File: src/rtl/full_st0_mem_ctrl_if.sv
// Stream-in, stream-out and data-memory bus bundle for the stage-0 memory controller.
// slave = controller view, master = environment view.
interface full_st0_mem_ctrl_if #(
  parameter int DATA_W = 32,
  parameter int ADDR_W = 6
);
  logic              in_valid;
  logic              in_ready;
  logic [DATA_W-1:0] in_data;
  logic              out_valid;
  logic              out_ready;
  logic [DATA_W-1:0] out_data;
  logic              mem_wr_en;
  logic [ADDR_W-1:0] mem_wr_addr;
  logic [DATA_W-1:0] mem_wr_data;
  logic              mem_rd_en;
  logic [ADDR_W-1:0] mem_rd_addr;
  logic [DATA_W-1:0] mem_rd_data;

  modport slave (
    input  in_valid, in_data, out_ready, mem_rd_data,
    output in_ready, out_valid, out_data,
    output mem_wr_en, mem_wr_addr, mem_wr_data, mem_rd_en, mem_rd_addr
  );

  modport master (
    output in_valid, in_data, out_ready, mem_rd_data,
    input  in_ready, out_valid, out_data,
    input  mem_wr_en, mem_wr_addr, mem_wr_data, mem_rd_en, mem_rd_addr
  );
endinterface

File: src/rtl/full_st0_mem_ctrl.sv
// Stage-0 data memory initiator: streams words into memory and reads them back in order
// through a 2-entry buffer. Define FULL_ST0_MEM_CTRL_LEVEL_EN to add the registered level port.
module full_st0_mem_ctrl #(
  parameter int DATA_W = 32,
  parameter int ADDR_W = 6
) (
  input  logic                clk,
  input  logic                reset,
  full_st0_mem_ctrl_if.slave  bus,
  output logic                full,
  output logic                empty
`ifdef FULL_ST0_MEM_CTRL_LEVEL_EN
  ,
  output logic [ADDR_W:0]     level
`endif
);
  localparam int DEPTH = 2 ** ADDR_W;
  localparam logic [ADDR_W:0] DEPTH_C = (ADDR_W + 1)'(DEPTH);

  logic [ADDR_W-1:0] wr_ptr, rd_ptr;
  logic [ADDR_W:0]   mem_count, mem_count_nxt;
  logic              rd_pending;
  logic [1:0]        buf_cnt, buf_cnt_nxt;
  logic [DATA_W-1:0] buf0, buf1;
  logic              wr_fire, rd_fire, pop, push;
  logic [2:0]        buf_proj;

  assign bus.in_ready    = !reset && (mem_count != DEPTH_C);
  assign wr_fire         = bus.in_valid && bus.in_ready;
  assign bus.mem_wr_en   = wr_fire;
  assign bus.mem_wr_addr = wr_ptr;
  assign bus.mem_wr_data = bus.in_data;

  assign bus.out_valid = (buf_cnt != 2'd0);
  assign bus.out_data  = buf0;
  assign pop           = bus.out_valid && bus.out_ready;
  assign push          = rd_pending;

  // Buffer slots still claimed after this cycle; a new read is only issued into a free slot.
  assign buf_proj      = {1'b0, buf_cnt} + {2'b00, rd_pending} - {2'b00, pop};
  assign rd_fire       = !reset && (mem_count != '0) && (buf_proj < 3'd2);
  assign bus.mem_rd_en   = rd_fire;
  assign bus.mem_rd_addr = rd_ptr;

  assign full  = (mem_count == DEPTH_C);
  assign empty = (mem_count == '0) && !rd_pending && (buf_cnt == 2'd0);

  always_comb begin
    mem_count_nxt = mem_count;
    case ({wr_fire, rd_fire})
      2'b10:   mem_count_nxt = mem_count + 1'b1;
      2'b01:   mem_count_nxt = mem_count - 1'b1;
      default: mem_count_nxt = mem_count;
    endcase
    buf_cnt_nxt = buf_cnt;
    case ({push, pop})
      2'b10:   buf_cnt_nxt = buf_cnt + 1'b1;
      2'b01:   buf_cnt_nxt = buf_cnt - 1'b1;
      default: buf_cnt_nxt = buf_cnt;
    endcase
  end

  // Control state: pointers, counts, read-return flag.
  always_ff @(posedge clk) begin
    if (reset) begin
      wr_ptr     <= '0;
      rd_ptr     <= '0;
      mem_count  <= '0;
      rd_pending <= 1'b0;
      buf_cnt    <= '0;
    end else begin
      if (wr_fire) wr_ptr <= wr_ptr + 1'b1;
      if (rd_fire) rd_ptr <= rd_ptr + 1'b1;
      mem_count  <= mem_count_nxt;
      rd_pending <= rd_fire;
      buf_cnt    <= buf_cnt_nxt;
    end
  end

  // Read return: memory data lands in the output buffer one cycle after the read strobe.
  always_ff @(posedge clk) begin
    case ({push, pop})
      2'b10: begin
        if (buf_cnt == 2'd0) buf0 <= bus.mem_rd_data;
        else                 buf1 <= bus.mem_rd_data;
      end
      2'b01: buf0 <= buf1;
      2'b11: begin
        if (buf_cnt == 2'd2) begin
          buf0 <= buf1;
          buf1 <= bus.mem_rd_data;
        end else begin
          buf0 <= bus.mem_rd_data;
        end
      end
      default: ;
    endcase
  end

`ifdef FULL_ST0_MEM_CTRL_LEVEL_EN
  always_ff @(posedge clk) begin
    if (reset) level <= '0;
    else       level <= mem_count_nxt + (ADDR_W + 1)'(rd_fire) + (ADDR_W + 1)'(buf_cnt_nxt);
  end
`endif
endmodule

File: src/flat_wrapper.sv
// flat-port wrapper written by rule: the top's interface ports become plain ports
module full_st0_mem_ctrl_flat 
#(
  parameter int DATA_W = 32,
  parameter int ADDR_W = 6
)
  (clk, reset, full, empty, bus_in_valid, bus_in_data, bus_out_ready, bus_mem_rd_data, bus_in_ready, bus_out_valid, bus_out_data, bus_mem_wr_en, bus_mem_wr_addr, bus_mem_wr_data, bus_mem_rd_en, bus_mem_rd_addr);
  full_st0_mem_ctrl_if #(.DATA_W(DATA_W), .ADDR_W(ADDR_W)) bus_i ();
  input  logic clk;
  input  logic reset;
  output logic full;
  output logic empty;
  input wire logic [$bits(bus_i.in_valid)-1:0] bus_in_valid;
  input wire logic [$bits(bus_i.in_data)-1:0] bus_in_data;
  input wire logic [$bits(bus_i.out_ready)-1:0] bus_out_ready;
  input wire logic [$bits(bus_i.mem_rd_data)-1:0] bus_mem_rd_data;
  output wire logic [$bits(bus_i.in_ready)-1:0] bus_in_ready;
  output wire logic [$bits(bus_i.out_valid)-1:0] bus_out_valid;
  output wire logic [$bits(bus_i.out_data)-1:0] bus_out_data;
  output wire logic [$bits(bus_i.mem_wr_en)-1:0] bus_mem_wr_en;
  output wire logic [$bits(bus_i.mem_wr_addr)-1:0] bus_mem_wr_addr;
  output wire logic [$bits(bus_i.mem_wr_data)-1:0] bus_mem_wr_data;
  output wire logic [$bits(bus_i.mem_rd_en)-1:0] bus_mem_rd_en;
  output wire logic [$bits(bus_i.mem_rd_addr)-1:0] bus_mem_rd_addr;
  assign bus_i.in_valid = bus_in_valid;
  assign bus_i.in_data = bus_in_data;
  assign bus_i.out_ready = bus_out_ready;
  assign bus_i.mem_rd_data = bus_mem_rd_data;
  assign bus_in_ready = bus_i.in_ready;
  assign bus_out_valid = bus_i.out_valid;
  assign bus_out_data = bus_i.out_data;
  assign bus_mem_wr_en = bus_i.mem_wr_en;
  assign bus_mem_wr_addr = bus_i.mem_wr_addr;
  assign bus_mem_wr_data = bus_i.mem_wr_data;
  assign bus_mem_rd_en = bus_i.mem_rd_en;
  assign bus_mem_rd_addr = bus_i.mem_rd_addr;
  full_st0_mem_ctrl #(.DATA_W(DATA_W), .ADDR_W(ADDR_W)) u_core (.clk(clk), .reset(reset), .bus(bus_i), .full(full), .empty(empty));
endmodule
File: config.mk
export PLATFORM = sky130hd
export DESIGN_NAME = full_st0_mem_ctrl_flat
export DESIGN_NICKNAME = d
export VERILOG_FILES = /design/src/rtl/full_st0_mem_ctrl_if.sv /design/src/rtl/full_st0_mem_ctrl.sv /design/src/flat_wrapper.sv
export SDC_FILE = /design/constraint.sdc
export NUM_CORES = 1
export LEC_CHECK = 0
export ABC_AREA = 0
export CAP_MARGIN = 20
export CORE_UTILIZATION = 34
export CTS_BUF_LIST = sky130_fd_sc_hd__clkbuf_2 sky130_fd_sc_hd__clkbuf_4 sky130_fd_sc_hd__clkbuf_8
export DETAILED_ROUTE_END_ITERATION = 16
export PLACE_DENSITY_LB_ADDON = 0.05
export REMOVE_ABC_BUFFERS = 1
export SETUP_SLACK_MARGIN = 0.3
export SLEW_MARGIN = 20
export SYNTH_ARGS = -nofsm -noshare
export SYNTH_HDL_FRONTEND = slang
export SYNTH_SLANG_ARGS = --single-unit
File: constraint.sdc
create_clock -name clk -period 5.4 [get_ports clk]
set_clock_uncertainty 0.2 [all_clocks]
set_input_delay 1.08 -clock clk [delete_from_list [all_inputs] [get_ports clk]]
set_output_delay 1.08 -clock clk [all_outputs]
set_load 0.02 [all_outputs]
==> metrics.md <==
| Metric | Value |
|---|---|
| Pin count of the biggest net entering global routing | `33` |
| GRT Total Usage | `~15%` |
| Post-synth cell types | `between 50 and 60` |
| RSZ-0062 raised after global routing | `no` |
| Vias per inst | `roughly 4.8` |
| Critical Path RT | `~5.4 ns` |
| Reg2Reg Setup Slack | `1.54 ns` |
| Crit path to | `u_core.mem_count[6]` |
| Num ports | `150` |
| DRT Pass-1 Iters | `4` |
| R2r startpoint | `u_core.buf_cnt[1]` |
| Worst Tran Pin Value | `roughly 0.9 ns` |
| Synthesis Warnings | `0` |
| Reg area | `approximately 2400 µm²` |
| Dominant synthesized flop cell | `edfxtp_1` |
| Max-slew violation count | `0` |
| Iteration-0 DRC Markers | `45` |
| Reg2reg path depth | `14` |
| Endpoints failing setup | `0` |
| Die H | `approximately 110 µm` |
| Area grow syn2layout | `24.74%` |
| Mapped Cells | `roughly 290` |
| Asr flop ratio synth | `0%` |
| #FFs+latches synth | `86` |
| Setup TNS | `0 ns` |
| Post-synth top cells | `edfxtp_1, buf_4, mux2_2` |
| Number of global-route vias before repair | `about 2300` |
| Chip width | `109.1 µm` |
| Largest area contributor in the netlist | `edfxtp_1` |
| Antenna cells | `0` |
| Outcome | `finished, final reports clean` |
| Avg Inst Size Synth | `about 13 µm²` |
| Max_slew headroom | `about 40%` |
| Routability cong. | `between 0.7 and 0.8` |
| Top-count cell post-synth | `edfxtp_1` |
| Number of fill cells | `between 1000 and 1500` |
| FP Rows | `38` |
| Peak supply drop | `about 220 µV` |
| CTS Root Cell | `clkbuf_8` |
| Critical path class | `primary input to flop` |
| Worst path arrival time | `4.72 ns` |
| Post-synth EDFFs | `64` |
| First-pass GRT wire length | `12840 µm` |
| Final HPWL DP | `5725 µm` |
| Worst setup startpoint | `bus_out_ready` |
| Total global routing overflow | `0` |
| Clock Latency Late Sink | `about 0.35 ns` |
| Via count | `approximately 2400` |
| Synth top area share | `between 40% and 50%` |
| Worst min path class | `flop to flop` |
| Top cells by area, synth | `edfxtp_1, dfxtp_1, mux2_2, buf_4, ha_1` |
| Crit share post-route | `between 80% and 90%` |
| Initial antenna violation count | `0` |
| # nets final | `approximately 430` |
| Leak | `1.705 nW` |
| Clock buffer depth | `2` |
| Routed Antenna Nets | `0` |
| Number of I/O port buffers | `85` |
| Pwr dens | `roughly 470 nW/µm²` |
| Clk slew on worst S/H paths | `~0.08 ns` |
| Avg WL per Cell | `about 17 µm` |
| CP Launch Type | `primary input` |
| Hold slack | `around 0.29 ns` |
| Fmax | `0.2136 GHz` |
| DRC Markers | `0` |
| CTS Buf Count | `9` |
| Crit-path max FO | `9` |
| Post-layout min period | `4.681 ns` |
| Hold Fails Final Rpt | `0` |
| Placed Cells | `approximately 480` |
| Core area | `10980 µm²` |
| Layout cells sized above 1 | `between 10% and 20%` |
| Critical path endpoint category | `flop` |
| Sequential area share after synthesis | `about three fifths` |
| Mapped cell area | `slightly below 4000 µm²` |
| Multi-input gate area in the final layout | `about 1200 µm²` |
| MaxCap Viol Count | `0` |
| CTS sink cnt | `between 80 and 90` |
| Layout Cells excl Fill | `~490` |
| Initial core utilization | `35.50%` |
| DIE AREA | `approximately 12000 µm²` |
| TritonCTS clock tree | `yes` |
| DRT Wirelength | `8391 µm` |
| H-tree Lvls | `3` |
| Reg2Reg Capture Point | `u_core.mem_count[6]` |
-- metrics by stage --
stage / util, % / total power, mW / instance area [µm²] / setup slack, ns
final: 44.28 / 2.271 / 4863 / 0.7189
after floorplan: - / 1.494 / 3605 / 1.025
after global placement: 42.49 / 1.848 / 4667 / 0.3586
after CTS: 44.26 / 2.319 / 4861 / 0.4691
after detailed placement: 42.49 / 1.848 / 4667 / 0.3380
after global routing: 44.28 / 2.431 / 4863 / 0.3913
-- cell usage in the layout (no fill, tap or decap), types with 2 or more instances in the layout --
cell type,count
a21oi_1,12
and3_2,2
buf_4,4
clkbuf_8,9
clkdlybuf4s50_1,84
clkinvlp_4,3
dfxtp_1,22
edfxtp_1,64
fa_1,2
ha_1,8
inv_1,12
inv_6,2
mux2_1,2
mux2_2,32
mux2i_1,2
nand2_1,11
nand3_1,5
nor2_1,14
nor2b_1,4
nor3_1,2
nor4b_1,2
o21a_1,2
o21ai_0,5
o21ai_1,3
o31ai_1,2
or2_2,2
or3_1,5
or4_1,3
xnor2_1,3
xor2_1,3
-- cell type report --
class / count / share of cell area, %
inverter: 13 / 1.003
clock inverter: 6 / 1.441
multi-input combinational: 150 / 24.67
timing repair buffer: 89 / 18.16
clock buffer: 9 / 2.547
tap: 140 / 3.602
sequential: 86 / 48.57
-- logic make-up (layout without fill, tap and decap cells) --
group | Yosys count | after routing | share of synthesized area, %
buf+inv | 56 | 117 | 8.793
fa+ha+maj | 10 | 10 | 3.594
mux | 36 | 36 | 10.33
xor+xnor | 6 | 6 | 1.348
simple gates | 61 | 61 | 8.698
flops | 86 | 86 | 60.59
compound gates | 37 | 37 | 6.643
-- how the worst min path moves through the flow --
| stage | start | to | slack [ns] | cells after the start |
|---|---|---|---|---|
| finish | u_core.bus.mem_rd_addr[5] | u_core.bus.mem_rd_addr[5] | 0.29 | 2 |
| floorplan | u_core.mem_count[4] | u_core.mem_count[4] | 0.27 | 2 |
| global route | u_core.bus.mem_rd_addr[5] | u_core.bus.mem_rd_addr[5] | 0.32 | 2 |
| CTS | u_core.bus.mem_rd_addr[5] | u_core.bus.mem_rd_addr[5] | 0.28 | 2 |
| global placement | u_core.bus.mem_rd_addr[5] | u_core.bus.mem_rd_addr[5] | 0.27 | 2 |
| detailed placement | u_core.bus.mem_rd_addr[5] | u_core.bus.mem_rd_addr[5] | 0.27 | 2 |
-- routing by layer --
metal	track usage, %	vias to the layer above	part of all wire, %
met5	2.232	-	0
met4	4.054	0	0.61
met3	8.428	4	11
met2	19.68	93	41
met1	19.43	1141	47
li1	-	1152	-
-- worst max-delay path, cell delays in order --
cell and delay [ns]:
clkdlybuf4s50_1 0.57, nand2_1 0.10, mux2i_1 0.23, nand2_1 0.10, fa_1 0.49, nor2b_1 0.20, o311ai_4 0.13, inv_1 0.10
ha_1 0.34, inv_1 0.12, fa_1 0.39, nor2b_1 0.24, o2111ai_1 0.15, o211ai_1 0.12, mux2_2 0.35
-- report_power, final --
group | internal (mW) | leakage, nW | switching (mW)
Combinational | 0.401 | 0.847 | 0.476
Clock | 0.215 | 0.0883 | 0.238
Sequential | 0.872 | 0.769 | 0.0695
-- repair_timing --
action / 4_1_cts / 5_1_grt
hold buffers: 0 / 0
endpoints found under the setup margin: 0 / 1
gates resized for setup: 0 / 1
buffers inserted: 0 / 0
-- sequential cells by signal (all words and copies together) (netlist names) --
name	flops
u_core.bus.out_data	32
u_core.push	1
u_core.bus.mem_rd_addr	6
u_core.buf1	32
u_core.mem_count	7
u_core.buf_cnt	2
u_core.bus.mem_wr_addr	6
Power figures use the tool's default switching activity.
